<file path="config.mk">
export PLATFORM = sky130hd
export DESIGN_NAME = mmio_port_responder_flat
export DESIGN_NICKNAME = d
export VERILOG_FILES = /design/src/rtl/mmio_port_responder_if.sv /design/src/rtl/mmio_port_responder.sv /design/src/flat_wrapper.sv
export SDC_FILE = /design/constraint.sdc
export NUM_CORES = 1
export LEC_CHECK = 0
export ABC_AREA = 0
export CAP_MARGIN = 20
export CORE_UTILIZATION = 44
export CTS_CLUSTER_SIZE = 14
export DETAILED_ROUTE_END_ITERATION = 7
export PLACE_DENSITY = 0.77
export SETUP_SLACK_MARGIN = 0.5
export SYNTH_ARGS = -nofsm -noshare
export SYNTH_HDL_FRONTEND = slang
export SYNTH_SLANG_ARGS = --single-unit
</file>
<file path="constraint.sdc">
create_clock -name clk -period 3.7 [get_ports clk]
set_clock_uncertainty 0.1 [all_clocks]
set_input_delay 0.37 -clock clk [delete_from_list [all_inputs] [get_ports clk]]
set_output_delay 0.37 -clock clk [all_outputs]
set_load 0.1 [all_outputs]
</file>
<file path="src/rtl/mmio_port_responder_if.sv">
// Processor MMIO bus and external output-port signals of the port responder.
// master = processor/consumer side, slave = responder.
interface mmio_port_responder_if;
  logic        MemWrite;
  logic        MemRead;
  logic [31:0] Address;
  logic [31:0] WriteData;
  logic [31:0] ReadData;
  logic        Hit;
  logic [7:0]  PortIn;
  logic [31:0] PortOut;
  logic        PortOutValid;
  logic        PortOutAck;

  modport master (
    output MemWrite, MemRead, Address, WriteData, PortIn, PortOutAck,
    input  ReadData, Hit, PortOut, PortOutValid
  );

  modport slave (
    input  MemWrite, MemRead, Address, WriteData, PortIn, PortOutAck,
    output ReadData, Hit, PortOut, PortOutValid
  );
endinterface

</file>
<file path="src/rtl/mmio_port_responder.sv">
// Four-register MMIO window feeding an output FIFO drained through a valid/ack port,
// plus a synchronized 8-bit input with change detection.
module mmio_port_responder #(
  parameter logic [31:0] BASE_ADDR  = 32'h1001_0040,
  parameter int unsigned FIFO_DEPTH = 4
) (
  input logic                  clk,
  input logic                  reset,
  mmio_port_responder_if.slave bus
);
  localparam int unsigned PTR_W = $clog2(FIFO_DEPTH);
  localparam int unsigned CNT_W = $clog2(FIFO_DEPTH) + 1;
  localparam logic [CNT_W-1:0] DepthC = CNT_W'(FIFO_DEPTH);

  typedef enum logic {StIdle, StPresent} state_e;

  logic [31:0]      r_mem [FIFO_DEPTH];
  logic [PTR_W-1:0] r_wr_ptr, r_rd_ptr;
  logic [CNT_W-1:0] r_count;
  state_e           r_state;
  logic [31:0]      r_port_out;
  logic             r_port_valid;
  logic             r_en, r_ovf, r_chg;
  logic [7:0]       r_sync1, r_sync2;

  logic        w_hit, w_empty, w_full, w_pop, w_push;
  logic        w_wr_out, w_wr_ctl, w_clr, w_rd_st, w_chg_set;
  logic [1:0]  w_off;
  logic [31:0] w_status;
  logic        w_unused_addr;

  assign w_hit         = bus.Address[31:4] == BASE_ADDR[31:4];
  assign w_off         = bus.Address[3:2];
  assign w_unused_addr = ^bus.Address[1:0];
  assign w_empty       = r_count == '0;
  assign w_full        = r_count == DepthC;

  // In PRESENT a pop needs the ack; in IDLE the ack is ignored.
  assign w_pop     = r_en && !w_empty && ((r_state == StIdle) || bus.PortOutAck);
  assign w_wr_out  = bus.MemWrite && w_hit && (w_off == 2'd0);
  assign w_wr_ctl  = bus.MemWrite && w_hit && (w_off == 2'd3);
  assign w_push    = w_wr_out && (!w_full || w_pop);
  assign w_clr     = w_wr_ctl && bus.WriteData[1];
  assign w_rd_st   = bus.MemRead && w_hit && (w_off == 2'd2);
  assign w_chg_set = r_sync1 != r_sync2;

  assign w_status = {22'b0, r_port_valid, r_chg, r_ovf, 5'(r_count), w_full, w_empty};

  assign bus.Hit          = w_hit;
  assign bus.PortOut      = r_port_out;
  assign bus.PortOutValid = r_port_valid;

  always_comb begin
    bus.ReadData = '0;
    if (w_hit) begin
      unique case (w_off)
        2'd1:    bus.ReadData = {24'b0, r_sync2};
        2'd2:    bus.ReadData = w_status;
        2'd3:    bus.ReadData = {31'b0, r_en};
        default: bus.ReadData = '0;
      endcase
    end
  end

  always_ff @(posedge clk) begin
    if (w_push) r_mem[r_wr_ptr] <= bus.WriteData;
  end

  always_ff @(posedge clk) begin
    if (reset || w_clr) begin
      r_wr_ptr <= '0;
      r_rd_ptr <= '0;
      r_count  <= '0;
    end else begin
      if (w_push) r_wr_ptr <= r_wr_ptr + PTR_W'(1);
      if (w_pop)  r_rd_ptr <= r_rd_ptr + PTR_W'(1);
      r_count <= r_count + CNT_W'(w_push) - CNT_W'(w_pop);
    end
  end

  // Output FSM; a CLR does not touch the presented word.
  always_ff @(posedge clk) begin
    if (reset) begin
      r_state      <= StIdle;
      r_port_out   <= '0;
      r_port_valid <= 1'b0;
    end else begin
      unique case (r_state)
        StIdle: begin
          if (w_pop) begin
            r_port_out   <= r_mem[r_rd_ptr];
            r_port_valid <= 1'b1;
            r_state      <= StPresent;
          end
        end
        StPresent: begin
          if (w_pop) begin
            r_port_out <= r_mem[r_rd_ptr];
          end else if (bus.PortOutAck) begin
            r_port_valid <= 1'b0;
            r_state      <= StIdle;
          end
        end
        default: r_state <= StIdle;
      endcase
    end
  end

  always_ff @(posedge clk) begin
    if (reset) begin
      r_en    <= 1'b0;
      r_ovf   <= 1'b0;
      r_chg   <= 1'b0;
      r_sync1 <= '0;
      r_sync2 <= '0;
    end else begin
      r_sync1 <= bus.PortIn;
      r_sync2 <= r_sync1;
      if (w_wr_ctl) r_en <= bus.WriteData[0];
      // Sticky bits: a set beats a same-cycle STATUS-read clear.
      if (w_wr_out && !w_push) r_ovf <= 1'b1;
      else if (w_rd_st)        r_ovf <= 1'b0;
      if (w_chg_set)           r_chg <= 1'b1;
      else if (w_rd_st)        r_chg <= 1'b0;
    end
  end
endmodule

</file>
<file path="src/flat_wrapper.sv">
// flat-port wrapper written by rule: the top's interface ports become plain ports
module mmio_port_responder_flat 
#(
  parameter logic [31:0] BASE_ADDR  = 32'h1001_0040,
  parameter int unsigned FIFO_DEPTH = 4
)
  (clk, reset, bus_MemWrite, bus_MemRead, bus_Address, bus_WriteData, bus_PortIn, bus_PortOutAck, bus_ReadData, bus_Hit, bus_PortOut, bus_PortOutValid);
  mmio_port_responder_if bus_i ();
  input logic clk;
  input logic reset;
  input wire logic [$bits(bus_i.MemWrite)-1:0] bus_MemWrite;
  input wire logic [$bits(bus_i.MemRead)-1:0] bus_MemRead;
  input wire logic [$bits(bus_i.Address)-1:0] bus_Address;
  input wire logic [$bits(bus_i.WriteData)-1:0] bus_WriteData;
  input wire logic [$bits(bus_i.PortIn)-1:0] bus_PortIn;
  input wire logic [$bits(bus_i.PortOutAck)-1:0] bus_PortOutAck;
  output wire logic [$bits(bus_i.ReadData)-1:0] bus_ReadData;
  output wire logic [$bits(bus_i.Hit)-1:0] bus_Hit;
  output wire logic [$bits(bus_i.PortOut)-1:0] bus_PortOut;
  output wire logic [$bits(bus_i.PortOutValid)-1:0] bus_PortOutValid;
  assign bus_i.MemWrite = bus_MemWrite;
  assign bus_i.MemRead = bus_MemRead;
  assign bus_i.Address = bus_Address;
  assign bus_i.WriteData = bus_WriteData;
  assign bus_i.PortIn = bus_PortIn;
  assign bus_i.PortOutAck = bus_PortOutAck;
  assign bus_ReadData = bus_i.ReadData;
  assign bus_Hit = bus_i.Hit;
  assign bus_PortOut = bus_i.PortOut;
  assign bus_PortOutValid = bus_i.PortOutValid;
  mmio_port_responder #(.BASE_ADDR(BASE_ADDR), .FIFO_DEPTH(FIFO_DEPTH)) u_core (.clk(clk), .reset(reset), .bus(bus_i));
endmodule
</file>
== After elaboration in Yosys (flattened, before gate mapping) ==
Memories as Yosys holds them, arrays and structs flattened. A register that Yosys moved wholly into a read port is not among the register bits.
Index checks and enable logic that the tools add are counted.
Storage, ports and cells
  memory bits (writable): 128
  logic and storage cells: 61
  memories: 1
  output and inout bits: 66
  input bits: 77
  register bits: 28
Memories
  u_core.r_mem: depth 4, width 32, rd ports 1, clocked after memory_dff 1, write ports 1, line mmio_port_responder.sv:17  | logic [31:0] r_mem [FIFO_DEPTH];
Operators by class
  multiplexer cells: 15
  equality and inequality tests: 9
  bitwise gates (word level): 1
  reduce and logical (&&, ||, !) cells: 21
  add/subtract/negate cells: 4
Operator list (number)
  32-bit two-way mux: 1
  10-bit case mux with 3 select lines: 1
  28-bit by 25-bit equality test with 1-bit output (second input constant): 1
  1-bit two-way mux: 11
  1-bit logical AND: 10
  8-bit != test: 1
  2-bit by 1-bit adder with 2-bit output (second input constant): 2
  2-bit equality test (second input constant): 2
  2-bit != test (second input constant): 2
  1-bit case mux with 2 select lines: 2
  2-bit nonzero test: 2
  3-bit by 1-bit adder with 3-bit output: 1
  3-bit equality test (second input constant): 1
  1-bit zero test: 3
  3-bit zero test: 1
  1-bit logical OR: 3
  3-bit AND reduction: 1
  3-bit by 1-bit subtractor with 3-bit output: 1
  2-bit by 1-bit equality test with 1-bit output (second input constant): 1
  2-bit zero test: 1
  2-bit by 1-bit != test with 1-bit output (second input constant): 1
  1-bit NOT: 1

== Depth between registers and ports, before layout ==
  word-level depth: 9
  mapped depth: 12
  depth with buffers taken out: 11

== Worst setup path before layout ==
Ideal clock, no wire load.
  path kind: input-to-output
  start: input bus_Address[18]
  end: output bus_ReadData[0]
  setup slack: 0.692 ns
  stages on the path: 5
  path buffers: 1
  data arrival time: 2.538 ns
  required time: 3.230 ns
  cells stage by stage: nor4b_4 nand4_4 or2_1 buf_6 nor2_1
Between the ends
  cells in the longest elaborated chain, start to end: 2
RTL lines
  start, declared: line flat_wrapper.sv:13  | input wire logic [$bits(bus_i.Address)-1:0] bus_Address;
  28-bit by 25-bit equality test with 1-bit output: line mmio_port_responder.sv:32  | assign w_hit = bus.Address[31:4] == BASE_ADDR[31:4];
  32-bit two-way mux: line mmio_port_responder.sv:55  | if (w_hit) begin
  end, declared: line flat_wrapper.sv:17  | output wire logic [$bits(bus_i.ReadData)-1:0] bus_ReadData;
No other way between the ends.

== Worst setup path in the final report ==
  start: input bus_Address[9]
  end: output bus_ReadData[8]
The elaborated chain is that of the path after synthesis.

==> flow_metrics.tcl <==
set metrics [dict create \
    clkPwrFrac_pct 41.6 \
    postCtsSetupBuffers 0 \
    synth_warnings 0 \
    synthesis.area_um2 7350 \
    wl_met2_um 7600 \
    die_height_um 131 \
    fin_ws_ns 0.831 \
    die_area_um2 17200 \
    antenna_found_initial 0 \
    antenna_left 0 \
    drc 0 \
    cts_resized 0 \
    cpMaxStageDelayCell "clkdlybuf4s50_1" \
    num_vias 4204 \
    setup_viol_count_final 0 \
    status "finished clean" \
    p_leak_nw 3.05 \
    wl_met3_um 776 \
    rows 46 \
    rsz0062_at_grt "false" \
    io_buffers 118 \
    via_per_inst 5.05 \
    cts_buffer_depth 2 \
    grt_pass1_wl_um 22800 \
    grt_pass1_vias 4341 \
    cts_sinks 188 \
    synth-seq-cells 188 \
    drtIter0Drc 254 \
    finalWeightedCongestion 0.778 \
    final-max-slew-violation-count 0 \
    root_buffer "clkbuf_16" \
    syn_inst 481 \
    finalWirelength_um 14200 \
    clkTransAtPathRegs_ns 0.07 \
    p_switching_w 0.000979 \
    synth_edf_count 128 \
    arrival_ns 2.40 \
    grt_use_total_pct 17.4 \
    maxCapViolCount 0 \
    dpl_worst_slack_ns 0.460 \
    intPower_w 0.00329 \
    worst_slew_pin_slew_ns 1.02 \
    final_hold_viol_count 0 \
    min_period_over_period_pct 77.6 \
    htree_levels 4 \
    crit_path_end_kind "output pin" \
    die_x_um 131 \
    hold_path_class "primary input to flip-flop" \
    cts_tree "built" \
    hold_buffers 0 \
    layout-drive-gt1-share_pct 16.9 \
    initial_core_util_pct 45.6 \
    grt.overflow.total 0 \
    avgSynthCellArea_um2 15.3 \
    period_minus_slack_ns 2.87 \
    combPwrFrac_pct 5.5 \
    cp_cell_sequence "clkdlybuf4s50_1 -> nor4_4 -> nand4_4 -> or2_1 -> inv_2 -> and3_1 -> buf_4" \
    nets 687 \
    first_pass_iters 5 \
    tns_ns 0 \
    async_reset_ff_share_pct 0 \
    crit_buf_inv 3 \
    syn2layout_area_growth_pct 26.4 \
    io_pins 143 \
    core_area_um2 16100 \
    start_kind "primary input" \
    top_layer_used "met4" \
    slowest_delay_ns 0.44 \
    grt_max_degree 53 \
    vdd_drop_max_uv 309 \
    worstSetupPathType "primary input to output pin" \
    dpl.hpwl_um 9130 \
    crit_required_ns 3.23 \
    ys.flop_type "edfxtp_1" \
    crit_family "simple AND/OR/NAND/NOR gates" \
    power_frac_seq_pct 52.8 \
    wl_per_cell_um 17.1 \
    slew_headroom_pct 31.6 \
    drt-met1-wl_um 5700 \
    yosysSeqAreaShare_pct 68.7 \
    swShare_pct 22.9 \
    antenna_cells 0 \
    cellPowerDensity_nw_per_um2 459 \
    fmax_mhz 349 \
    clock_latency_ns 0.43 \
    synth_cell_types 43 \
    cts_buffers 17 \
    critical_path_peak_fanout 10 \
]
registers in the layout, summed over array words and instances, names as in the netlist:
register,flops
u_core.r_sync2,8
u_core.r_mem,128
u_core.bus.PortOutValid,1
u_core.r_ovf,1
u_core.r_chg,1
u_core.r_state,1
u_core.r_count,3
u_core.r_rd_ptr,2
u_core.r_wr_ptr,2
u_core.r_sync1,8
u_core.r_en,1
u_core.bus.PortOut,32
through the flow:
step | cells | hold WS (ns) | util (%) | total power, W | instance area, um^2
3_5_place_dp | 800 | 0.347 | 54.0 | 0.00254 | 8700
6_report | 832 | 0.298 | 57.6 | 0.00427 | 9290
3_3_place_gp | 800 | 0.345 | 54.0 | 0.00253 | 8700
5_1_grt | 832 | 0.331 | 57.6 | 0.00440 | 9290
2_1_floorplan | 502 | 0.327 | - | 0.00245 | 7420
4_1_cts | 832 | 0.284 | 57.6 | 0.00430 | 9290
cell usage in the layout, fill, tap and decap left out, types with 3 or more instances in the layout:
cell type	count
edfxtp_1	128
clkdlybuf4s50_1	106
nand2_1	68
dfxtp_1	58
a21oi_1	33
mux4_2	32
conb_1	22
nor2b_1	18
clkbuf_16	17
buf_4	16
nor2_1	14
xnor2_1	10
inv_1	9
a22oi_1	6
ha_1	6
inv_6	5
and3_1	4
and2_2	4
nand4_1	4
o211ai_1	4
buf_12	4
nor4_2	3
clkinv_4	3
cells in the mapped netlist, drive strengths merged, types with 6 or more instances:
library cell	instances	share of area [%]
a22oi	6	0.61
buf	28	2.7
a21oi	33	2.2
clkbuf	17	0.87
xnor2	10	1.2
dfxtp	60	16
nand2	68	3.5
edfxtp	128	52
inv	11	0.56
nor2b	18	1.5
nor2	14	0.72
mux4	32	9.8
ha	6	1.0
cells by family (layout without fill, tap and decap cells):
family / count (synthesis) / count (layout) / synth area share (%)
AO/OA/AOI/OAI: 55 / 55 / 4.92
XOR/XNOR: 12 / 12 / 1.43
adder cells (fa/ha/maj): 7 / 7 / 1.29
buffers and inverters: 56 / 170 / 4.17
flip-flops: 188 / 188 / 68.7
multiplexers: 34 / 34 / 10.1
other: 1 / 22 / 0.0510
AND/OR/NAND/NOR: 128 / 128 / 9.37
worst paths after layout:
path	depth (start not counted)	slack (ns)	start	to
worst min-delay path	4	0.30	reset	u_core.r_chg
worst max register to register	9	1.05	u_core.r_count[1]	u_core.r_count[2]
worst min register to register	2	0.36	u_core.bus.PortOut[8]	u_core.bus.PortOut[8]
worst max-delay path	7	0.83	bus_Address[9]	bus_ReadData[8]
power by group through the flow:
stage	clock [W]	sequential, W	combinational (W)
final	0.00178	0.00225	0.000237
after CTS	0.00181	0.00225	0.000237
after global routing	0.00190	0.00225	0.000248
after global placement	0	0.00230	0.000231
after floorplan	0	0.00230	0.000149
after detailed placement	0	0.00230	0.000237
area by class of cell:
class | count | area [um^2]
tap | 216 | 270
fill | 1256 | 6830
multi-input combinational | 258 | 2080
inverter | 11 | 41.3
sequential | 188 | 5050
timing repair buffer | 127 | 1270
clock inverter | 15 | 159
clock buffer | 17 | 425
worst reg2reg max path: cells and delay by family, from the launching register on:
family                     cells  cell delay (ns)
adders and majority gates      2             0.66
AOI/OAI and AO/OA              1             0.53
xor gates and xnor gates       2             0.30
buffers and inverters          1             0.06
and+or+nand+nor                3             0.41
DFF                            1             0.48
routing by layer:
layer / vias to the layer above / global-route usage (%)
met2: 123 / 30.8
met3: 13 / 4.63
met1: 2093 / 20.3
met5: - / 0
met4: 0 / 5.75
li1: 1975 / -
Power figures use the tool's default switching activity.
